<file path="src/rtl/ex_stage.sv">
// ex_stage -- execute stage of a 5-stage RISC-V style pipeline.
//
// Forwards operands from EX/MEM and MEM/WB, evaluates the ALU and registers
// the EX/MEM pipeline outputs.
//
// Optional feature macro: EX_MUL_ITER_EN
//   defined   : mul runs on a 32-step shift-add FSM (IDLE/BUSY/DONE) and
//               raises stall_o while it works.
//   undefined : mul is single-cycle like every other op; stall_o is tied to 0.
//
// Ports
//   clk_i, start_i                   clock, async active-low reset
//   instr_i[9:0]                     {funct7, funct3}
//   RegWrite_i .. ALUSrc_i, ALUOp_i  ID/EX control
//   imm_i, RS1data_i, RS2data_i      immediate and register operands
//   RS1addr_i, RS2addr_i, RDaddr_i   register addresses
//   MEM_* / WB_*                     forwarding sources
//   RegWrite_o .. MemWrite_o         registered EX/MEM control
//   ALUResult_o, MemWdata_o, RDaddr_o registered EX/MEM data
//   stall_o                          combinational hold request upstream
module ex_stage (
  input  logic        clk_i,
  input  logic        start_i,
  input  logic [9:0]  instr_i,
  input  logic        RegWrite_i,
  input  logic        MemtoReg_i,
  input  logic        MemRead_i,
  input  logic        MemWrite_i,
  input  logic        ALUSrc_i,
  input  logic [1:0]  ALUOp_i,
  input  logic [31:0] imm_i,
  input  logic [31:0] RS1data_i,
  input  logic [31:0] RS2data_i,
  input  logic [4:0]  RS1addr_i,
  input  logic [4:0]  RS2addr_i,
  input  logic [4:0]  RDaddr_i,
  input  logic        MEM_RegWrite_i,
  input  logic [4:0]  MEM_RDaddr_i,
  input  logic [31:0] MEM_data_i,
  input  logic        WB_RegWrite_i,
  input  logic [4:0]  WB_RDaddr_i,
  input  logic [31:0] WB_data_i,
  output logic        RegWrite_o,
  output logic        MemtoReg_o,
  output logic        MemRead_o,
  output logic        MemWrite_o,
  output logic [31:0] ALUResult_o,
  output logic [31:0] MemWdata_o,
  output logic [4:0]  RDaddr_o,
  output logic        stall_o
);

  logic [31:0] fwd_a_s;
  logic [31:0] fwd_b_s;
  logic [31:0] op_b_s;
  logic [31:0] alu_res_s;

  // Operand forwarding: the younger EX/MEM result wins over MEM/WB; x0 never forwards.
  always_comb begin
    fwd_a_s = RS1data_i;
    fwd_b_s = RS2data_i;
    if (MEM_RegWrite_i && (MEM_RDaddr_i != 5'd0) && (MEM_RDaddr_i == RS1addr_i)) begin
      fwd_a_s = MEM_data_i;
    end else if (WB_RegWrite_i && (WB_RDaddr_i != 5'd0) && (WB_RDaddr_i == RS1addr_i)) begin
      fwd_a_s = WB_data_i;
    end else begin
      fwd_a_s = RS1data_i;
    end
    if (MEM_RegWrite_i && (MEM_RDaddr_i != 5'd0) && (MEM_RDaddr_i == RS2addr_i)) begin
      fwd_b_s = MEM_data_i;
    end else if (WB_RegWrite_i && (WB_RDaddr_i != 5'd0) && (WB_RDaddr_i == RS2addr_i)) begin
      fwd_b_s = WB_data_i;
    end else begin
      fwd_b_s = RS2data_i;
    end
    op_b_s = ALUSrc_i ? imm_i : fwd_b_s;
  end

  // ALU decode; unlisted encodings produce zero.
  always_comb begin
    alu_res_s = 32'd0;
    case (ALUOp_i)
      2'b00: alu_res_s = fwd_a_s + op_b_s;
      2'b01: alu_res_s = fwd_a_s - op_b_s;
      2'b10: begin
        case (instr_i)
          10'b0000000_111: alu_res_s = fwd_a_s & op_b_s;
          10'b0000000_100: alu_res_s = fwd_a_s ^ op_b_s;
          10'b0000000_001: alu_res_s = fwd_a_s << op_b_s[4:0];
          10'b0000000_000: alu_res_s = fwd_a_s + op_b_s;
          10'b0100000_000: alu_res_s = fwd_a_s - op_b_s;
`ifdef EX_MUL_ITER_EN
          // Result comes from the iterative multiplier instead.
          10'b0000001_000: alu_res_s = 32'd0;
`else
          10'b0000001_000: alu_res_s = fwd_a_s * op_b_s;
`endif
          default:         alu_res_s = 32'd0;
        endcase
      end
      2'b11: begin
        case (instr_i[2:0])
          3'b000:  alu_res_s = fwd_a_s + op_b_s;
          3'b101:  alu_res_s = $signed(fwd_a_s) >>> imm_i[4:0];
          default: alu_res_s = 32'd0;
        endcase
      end
      default: alu_res_s = 32'd0;
    endcase
  end

`ifdef EX_MUL_ITER_EN
  typedef enum logic [1:0] {IDLE = 2'd0, BUSY = 2'd1, DONE = 2'd2} state_t;

  state_t      state_r;
  state_t      state_nx_s;
  logic        is_mul_s;
  logic        stall_s;
  logic [31:0] mul_a_r;
  logic [31:0] mul_b_r;
  logic [31:0] acc_r;
  logic [4:0]  count_r;
  logic [3:0]  hold_ctrl_r;
  logic [4:0]  hold_rd_r;
  logic [31:0] hold_wd_r;

  assign is_mul_s = (ALUOp_i == 2'b10) && (instr_i == 10'b0000001_000);
  // Reset must drop the stall immediately, independent of the clock.
  assign stall_o  = start_i & stall_s;

  // Multiplier state register.
  always_ff @(posedge clk_i or negedge start_i) begin
    if (!start_i) begin
      state_r <= IDLE;
    end else begin
      state_r <= state_nx_s;
    end
  end

  // Multiplier next state and stall; DONE always returns to IDLE so the same mul cannot retrigger.
  always_comb begin
    state_nx_s = state_r;
    stall_s    = 1'b0;
    case (state_r)
      IDLE: begin
        if (is_mul_s) begin
          stall_s    = 1'b1;
          state_nx_s = BUSY;
        end else begin
          stall_s    = 1'b0;
          state_nx_s = IDLE;
        end
      end
      BUSY: begin
        stall_s = 1'b1;
        if (count_r == 5'd31) begin
          state_nx_s = DONE;
        end else begin
          state_nx_s = BUSY;
        end
      end
      DONE:    state_nx_s = IDLE;
      default: state_nx_s = IDLE;
    endcase
  end

  // Shift-add datapath; operands are captured once so later forwarding changes cannot disturb them.
  always_ff @(posedge clk_i or negedge start_i) begin
    if (!start_i) begin
      mul_a_r     <= 32'd0;
      mul_b_r     <= 32'd0;
      acc_r       <= 32'd0;
      count_r     <= 5'd0;
      hold_ctrl_r <= 4'd0;
      hold_rd_r   <= 5'd0;
      hold_wd_r   <= 32'd0;
    end else begin
      case (state_r)
        IDLE: begin
          if (is_mul_s) begin
            mul_a_r     <= fwd_a_s;
            mul_b_r     <= op_b_s;
            acc_r       <= 32'd0;
            count_r     <= 5'd0;
            hold_ctrl_r <= {RegWrite_i, MemtoReg_i, MemRead_i, MemWrite_i};
            hold_rd_r   <= RDaddr_i;
            hold_wd_r   <= fwd_b_s;
          end
        end
        BUSY: begin
          acc_r   <= acc_r + (mul_b_r[0] ? mul_a_r : 32'd0);
          mul_a_r <= mul_a_r << 1;
          mul_b_r <= mul_b_r >> 1;
          count_r <= count_r + 5'd1;
        end
        default: begin
        end
      endcase
    end
  end
`else
  assign stall_o = 1'b0;
`endif

  // EX/MEM pipeline register: bubble while stalled, multiplier result in DONE, ALU result otherwise.
  always_ff @(posedge clk_i or negedge start_i) begin
    if (!start_i) begin
      {RegWrite_o, MemtoReg_o, MemRead_o, MemWrite_o} <= 4'd0;
      ALUResult_o <= 32'd0;
      MemWdata_o  <= 32'd0;
      RDaddr_o    <= 5'd0;
`ifdef EX_MUL_ITER_EN
    end else if (stall_s) begin
      {RegWrite_o, MemtoReg_o, MemRead_o, MemWrite_o} <= 4'd0;
      ALUResult_o <= 32'd0;
      MemWdata_o  <= 32'd0;
      RDaddr_o    <= 5'd0;
    end else if (state_r == DONE) begin
      {RegWrite_o, MemtoReg_o, MemRead_o, MemWrite_o} <= hold_ctrl_r;
      ALUResult_o <= acc_r;
      MemWdata_o  <= hold_wd_r;
      RDaddr_o    <= hold_rd_r;
`endif
    end else begin
      {RegWrite_o, MemtoReg_o, MemRead_o, MemWrite_o} <= {RegWrite_i, MemtoReg_i, MemRead_i, MemWrite_i};
      ALUResult_o <= alu_res_s;
      MemWdata_o  <= fwd_b_s;
      RDaddr_o    <= RDaddr_i;
    end
  end

endmodule

</file>
<file path="config.mk">
export PLATFORM = sky130hd
export DESIGN_NAME = ex_stage
export DESIGN_NICKNAME = d
export VERILOG_FILES = /design/src/rtl/ex_stage.sv
export SDC_FILE = /design/constraint.sdc
export NUM_CORES = 2
export LEC_CHECK = 0
export ABC_AREA = 1
export ABC_CLOCK_PERIOD_IN_PS = 800
export CORE_ASPECT_RATIO = 1.5
export CORE_MARGIN = 5
export CORE_UTILIZATION = 40
export DETAILED_ROUTE_END_ITERATION = 16
export DONT_BUFFER_PORTS = 1
export HOLD_SLACK_MARGIN = 0.15
export PLACE_DENSITY_LB_ADDON = 0.2
export SLEW_MARGIN = 20
export SYNTH_ARGS = -nofsm -noshare
export SYNTH_HDL_FRONTEND = slang
export SYNTH_SLANG_ARGS = --single-unit
</file>
<file path="constraint.sdc">
create_clock -name clk_i -period 0.8 [get_ports clk_i]
set_input_delay 0.16 -clock clk_i [delete_from_list [all_inputs] [get_ports clk_i]]
set_output_delay 0.16 -clock clk_i [all_outputs]
set_load 0.005 [all_outputs]
</file>
==> summary.json <==
{
  "status": "complete, but fails checks",
  "failed_checks": "hold timing, setup timing",
  "clk_transition_reported_paths_ns": 0.08,
  "p_seq_frac": 0.019,
  "holdBufCountCts": 17,
  "totalNegativeSetupSlack_ns": -205.63,
  "detail_route.drc_violations": 0,
  "die_footprint_mm2": 0.0761,
  "cp-start-kind": "input pin",
  "ctsHtreeMaxLevel": 3,
  "wl_um": 153000,
  "mappedNetlistNets": 4940,
  "max_frequency_mhz": 128,
  "drt_pass1_iterations": 5,
  "power_leakage_nw": 21.4,
  "setup_violations": 136,
  "power-per-cell-area_mw_per_mm2": 5640,
  "grt_setup_unrepaired": "yes",
  "grtUsageTotal": 0.396,
  "postLayoutSetupSlackWorst_ns": -7.04,
  "cell_int_power_mw": 115,
  "number_of_rows_created_at_floorplan": 119,
  "routabilityCongestion": 1.08,
  "layout-drive-gt1-share": 0.348,
  "dieWidth_um": 227,
  "maximum_number_of_pins_on_one_net_before_global_route_repair": 74,
  "clock_tree_from_tritoncts": "yes",
  "finalWorstPathRequiredPeriod_ns": 7.84,
  "first_global_vias": 35100,
  "synth.distinct_cells": 72,
  "initial_utilization": 0.403,
  "critPathCaptureType": "register",
  "avgRoutedWirePerCell_um": 25.2,
  "synthTopCellsByArea": "sky130_fd_sc_hd__fa_1, sky130_fd_sc_hd__nand2_1, sky130_fd_sc_hd__inv_1",
  "syn_area_mm2": 0.0282,
  "total_switching_power_mw": 123,
  "cts_buffers": 9,
  "slowest_stage": "sky130_fd_sc_hd__fa_1",
  "worst_slew_pin_slew_ns": 0.678,
  "core-area_mm2": 0.0701,
  "ys_seq_area_frac": 0.0647,
  "globalRouteOverflowTotal": 0,
  "final_number_of_max_transition_violations": 0,
  "numPortBuffers": 0,
  "timing.critical_path.buf_inv": 8,
  "cts.sink_count": 73,
  "synthesis.area_per_instance_um2": 6.82,
  "num_io_pins": 280,
  "yosys_warns": 0,
  "combPwrFrac": 0.959,
  "cpLargestDelayFamily": "adder cells",
  "num_vias": 33800,
  "flow.area_growth_from_synthesis_pct": 49.5,
  "power.switching_fraction": 0.515,
  "ys_dominant_reg_cell": "sky130_fd_sc_hd__dfrtp_1",
  "critPathArrivalTime_ns": 8.08,
  "initial_antenna_violation_count": 3,
  "timing.max_slew.rel_slack": 0.546,
  "nets": 5967,
  "post-dp-hpwl_um": 127000,
  "synth_largest_type_area_fraction": 0.291,
  "buffer_depth_of_the_longest_clock_path": 2,
  "routed_via_density": 5.56,
  "final-hold-violation-count": 79,
  "wire_length_of_the_first_global_routing_pass_um": 222000,
  "placement.setup.worst_slack_ns": -7.95,
  "synth_enable_flop_cells": 0,
  "layout.cells.most_common": "sky130_fd_sc_hd__buf_4",
  "mostFrequentLayoutCells": "sky130_fd_sc_hd__buf_4, sky130_fd_sc_hd__nand2_1, sky130_fd_sc_hd__inv_1",
  "crit_path_max_incr_delay_ns": 0.58,
  "postSynthRegisterBits": 73,
  "synth_largest_area_cell": "sky130_fd_sc_hd__fa_1",
  "critPathRequiredTime_ns": 1.04,
  "fillCellCount": 6428,
  "worst_hold_slack_ns": -0.538,
  "ant_nets": 0,
  "cp_common_cell": "sky130_fd_sc_hd__fa_1",
  "vdd.ir_drop.worst_mv": 11.6,
  "drt-initial-drc-count": 2767,
  "synthCells": 4137,
  "timing.max_cap.violations": 0,
  "power_frac_clock": 0.022,
  "timing.final.crit_share": 9.80,
  "postSynth.asyncResetShare": 1.00,
  "worst_min_delay_path_category": "input pin to asynchronous set/reset pin",
  "fp.dieH_um": 335,
  "setup.worst_path.class": "input pin to register",
  "timing.critical_path.fanout_max": 6,
  "total_power_mw": 238,
  "ctsRootBufferMaster": "sky130_fd_sc_hd__clkbuf_16"
}
==> layout make-up <==
| cell class | count | area [um^2] | area share |
|---|---|---|---|
| antenna | 2 | 5.00 | 0.000119 |
| tap | 907 | 1130 | 0.0269 |
| timing repair buffer | 1210 | 10300 | 0.243 |
| sequential | 73 | 1830 | 0.0433 |
| clock buffer | 10 | 239 | 0.00566 |
| clock inverter | 6 | 113 | 0.00267 |
| inverter | 765 | 2980 | 0.0707 |
| multi-input combinational | 3105 | 25600 | 0.607 |
==> worst paths after layout <==
check	startpoint	endpoint	slack, ns	cells after the start
setup / recovery	MEM_RDaddr_i[3]	ALUResult_o[26]	-7.04	35
hold / removal	start_i	ALUResult_o[4]	-0.54	0
min in group clk_i	MEM_data_i[8]	MemWdata_o[8]	-0.05	2
max in group asynchronous	start_i	MemWdata_o[26]	1.13	0
==> through the flow <==
stage | area, um^2 | std cells | utilization
floorplan | 29000 | 4137 | -
global placement | 37300 | 5893 | 0.532
detailed placement | 37300 | 5893 | 0.532
CTS | 40600 | 6040 | 0.579
global route | 42200 | 6077 | 0.602
finish | 42200 | 6078 | 0.602
==> state kept, by name, summed over array words and instances, names as in the netlist <==
register,cells
ALUResult_o,32
MemWdata_o,32
MemWrite_o,1
MemRead_o,1
RegWrite_o,1
MemtoReg_o,1
RDaddr_o,5
==> routing by layer <==
metal	vias to the layer above	track usage	share of wire	routed length (um)
met3	695	0.0807	0.084	12800
met1	16200	0.434	0.34	51600
met4	2	0.311	0.11	16900
met2	1899	0.662	0.47	71800
li1	15000	-	-	-
met5	-	0	0.000085	13
==> logic make-up after synthesis <==
| kind of cell | count (synthesis) | share of synthesized area |
|---|---|---|
| other | 1 | 0.000133 |
| multiplexers | 10 | 0.00355 |
| AO/OA/AOI/OAI | 647 | 0.137 |
| adder cells (fa/ha/maj) | 597 | 0.374 |
| AND/OR/NAND/NOR | 1762 | 0.260 |
| XOR/XNOR | 88 | 0.0273 |
| buffers and inverters | 959 | 0.133 |
| flip-flops | 73 | 0.0647 |
==> synthesized netlist by cell type, types with 10 or more instances <==
master,number
sky130_fd_sc_hd__inv_1,725
sky130_fd_sc_hd__o22ai_1,31
sky130_fd_sc_hd__clkbuf_1,104
sky130_fd_sc_hd__buf_2,39
sky130_fd_sc_hd__o21ai_0,193
sky130_fd_sc_hd__fa_1,410
sky130_fd_sc_hd__xor2_1,65
sky130_fd_sc_hd__or2_2,37
sky130_fd_sc_hd__a221oi_1,11
sky130_fd_sc_hd__nor2_1,462
sky130_fd_sc_hd__dfrtp_1,73
sky130_fd_sc_hd__o211ai_1,46
sky130_fd_sc_hd__buf_4,13
sky130_fd_sc_hd__buf_1,28
sky130_fd_sc_hd__a21oi_1,160
sky130_fd_sc_hd__nand3b_1,23
sky130_fd_sc_hd__mux2i_1,10
sky130_fd_sc_hd__clkinv_1,14
sky130_fd_sc_hd__o21a_1,15
sky130_fd_sc_hd__nand2_2,18
sky130_fd_sc_hd__nor3_1,24
sky130_fd_sc_hd__nand2_1,932
sky130_fd_sc_hd__inv_2,25
sky130_fd_sc_hd__nand3_1,198
sky130_fd_sc_hd__o21ai_1,81
sky130_fd_sc_hd__o221ai_1,23
sky130_fd_sc_hd__xnor2_1,23
sky130_fd_sc_hd__ha_1,187
sky130_fd_sc_hd__nand4_1,37
sky130_fd_sc_hd__a31oi_1,10
==> repair_timing <==
action / 4_1_cts / 5_1_grt
hold endpoints to repair: 122 / 103
pin swaps: 163 / 216
endpoints found under the setup margin: 136 / 137
gates resized for setup: 424 / 320
cloned: 2 / 2
setup buffers: 119 / 54
==> power groups by stage <==
| stage | Combinational (mW) | Sequential [mW] | Clock (mW) |
|---|---|---|---|
| 5_1_grt | 237 | 4.55 | 5.35 |
| 3_5_place_dp | 171 | 4.58 | 0 |
| 6_report | 228 | 4.51 | 5.17 |
| 2_1_floorplan | 109 | 4.41 | 0 |
| 4_1_cts | 197 | 4.53 | 5.24 |
| 3_3_place_gp | 170 | 4.60 | 0 |
Note: power is estimated with default switching activity, not from simulation.
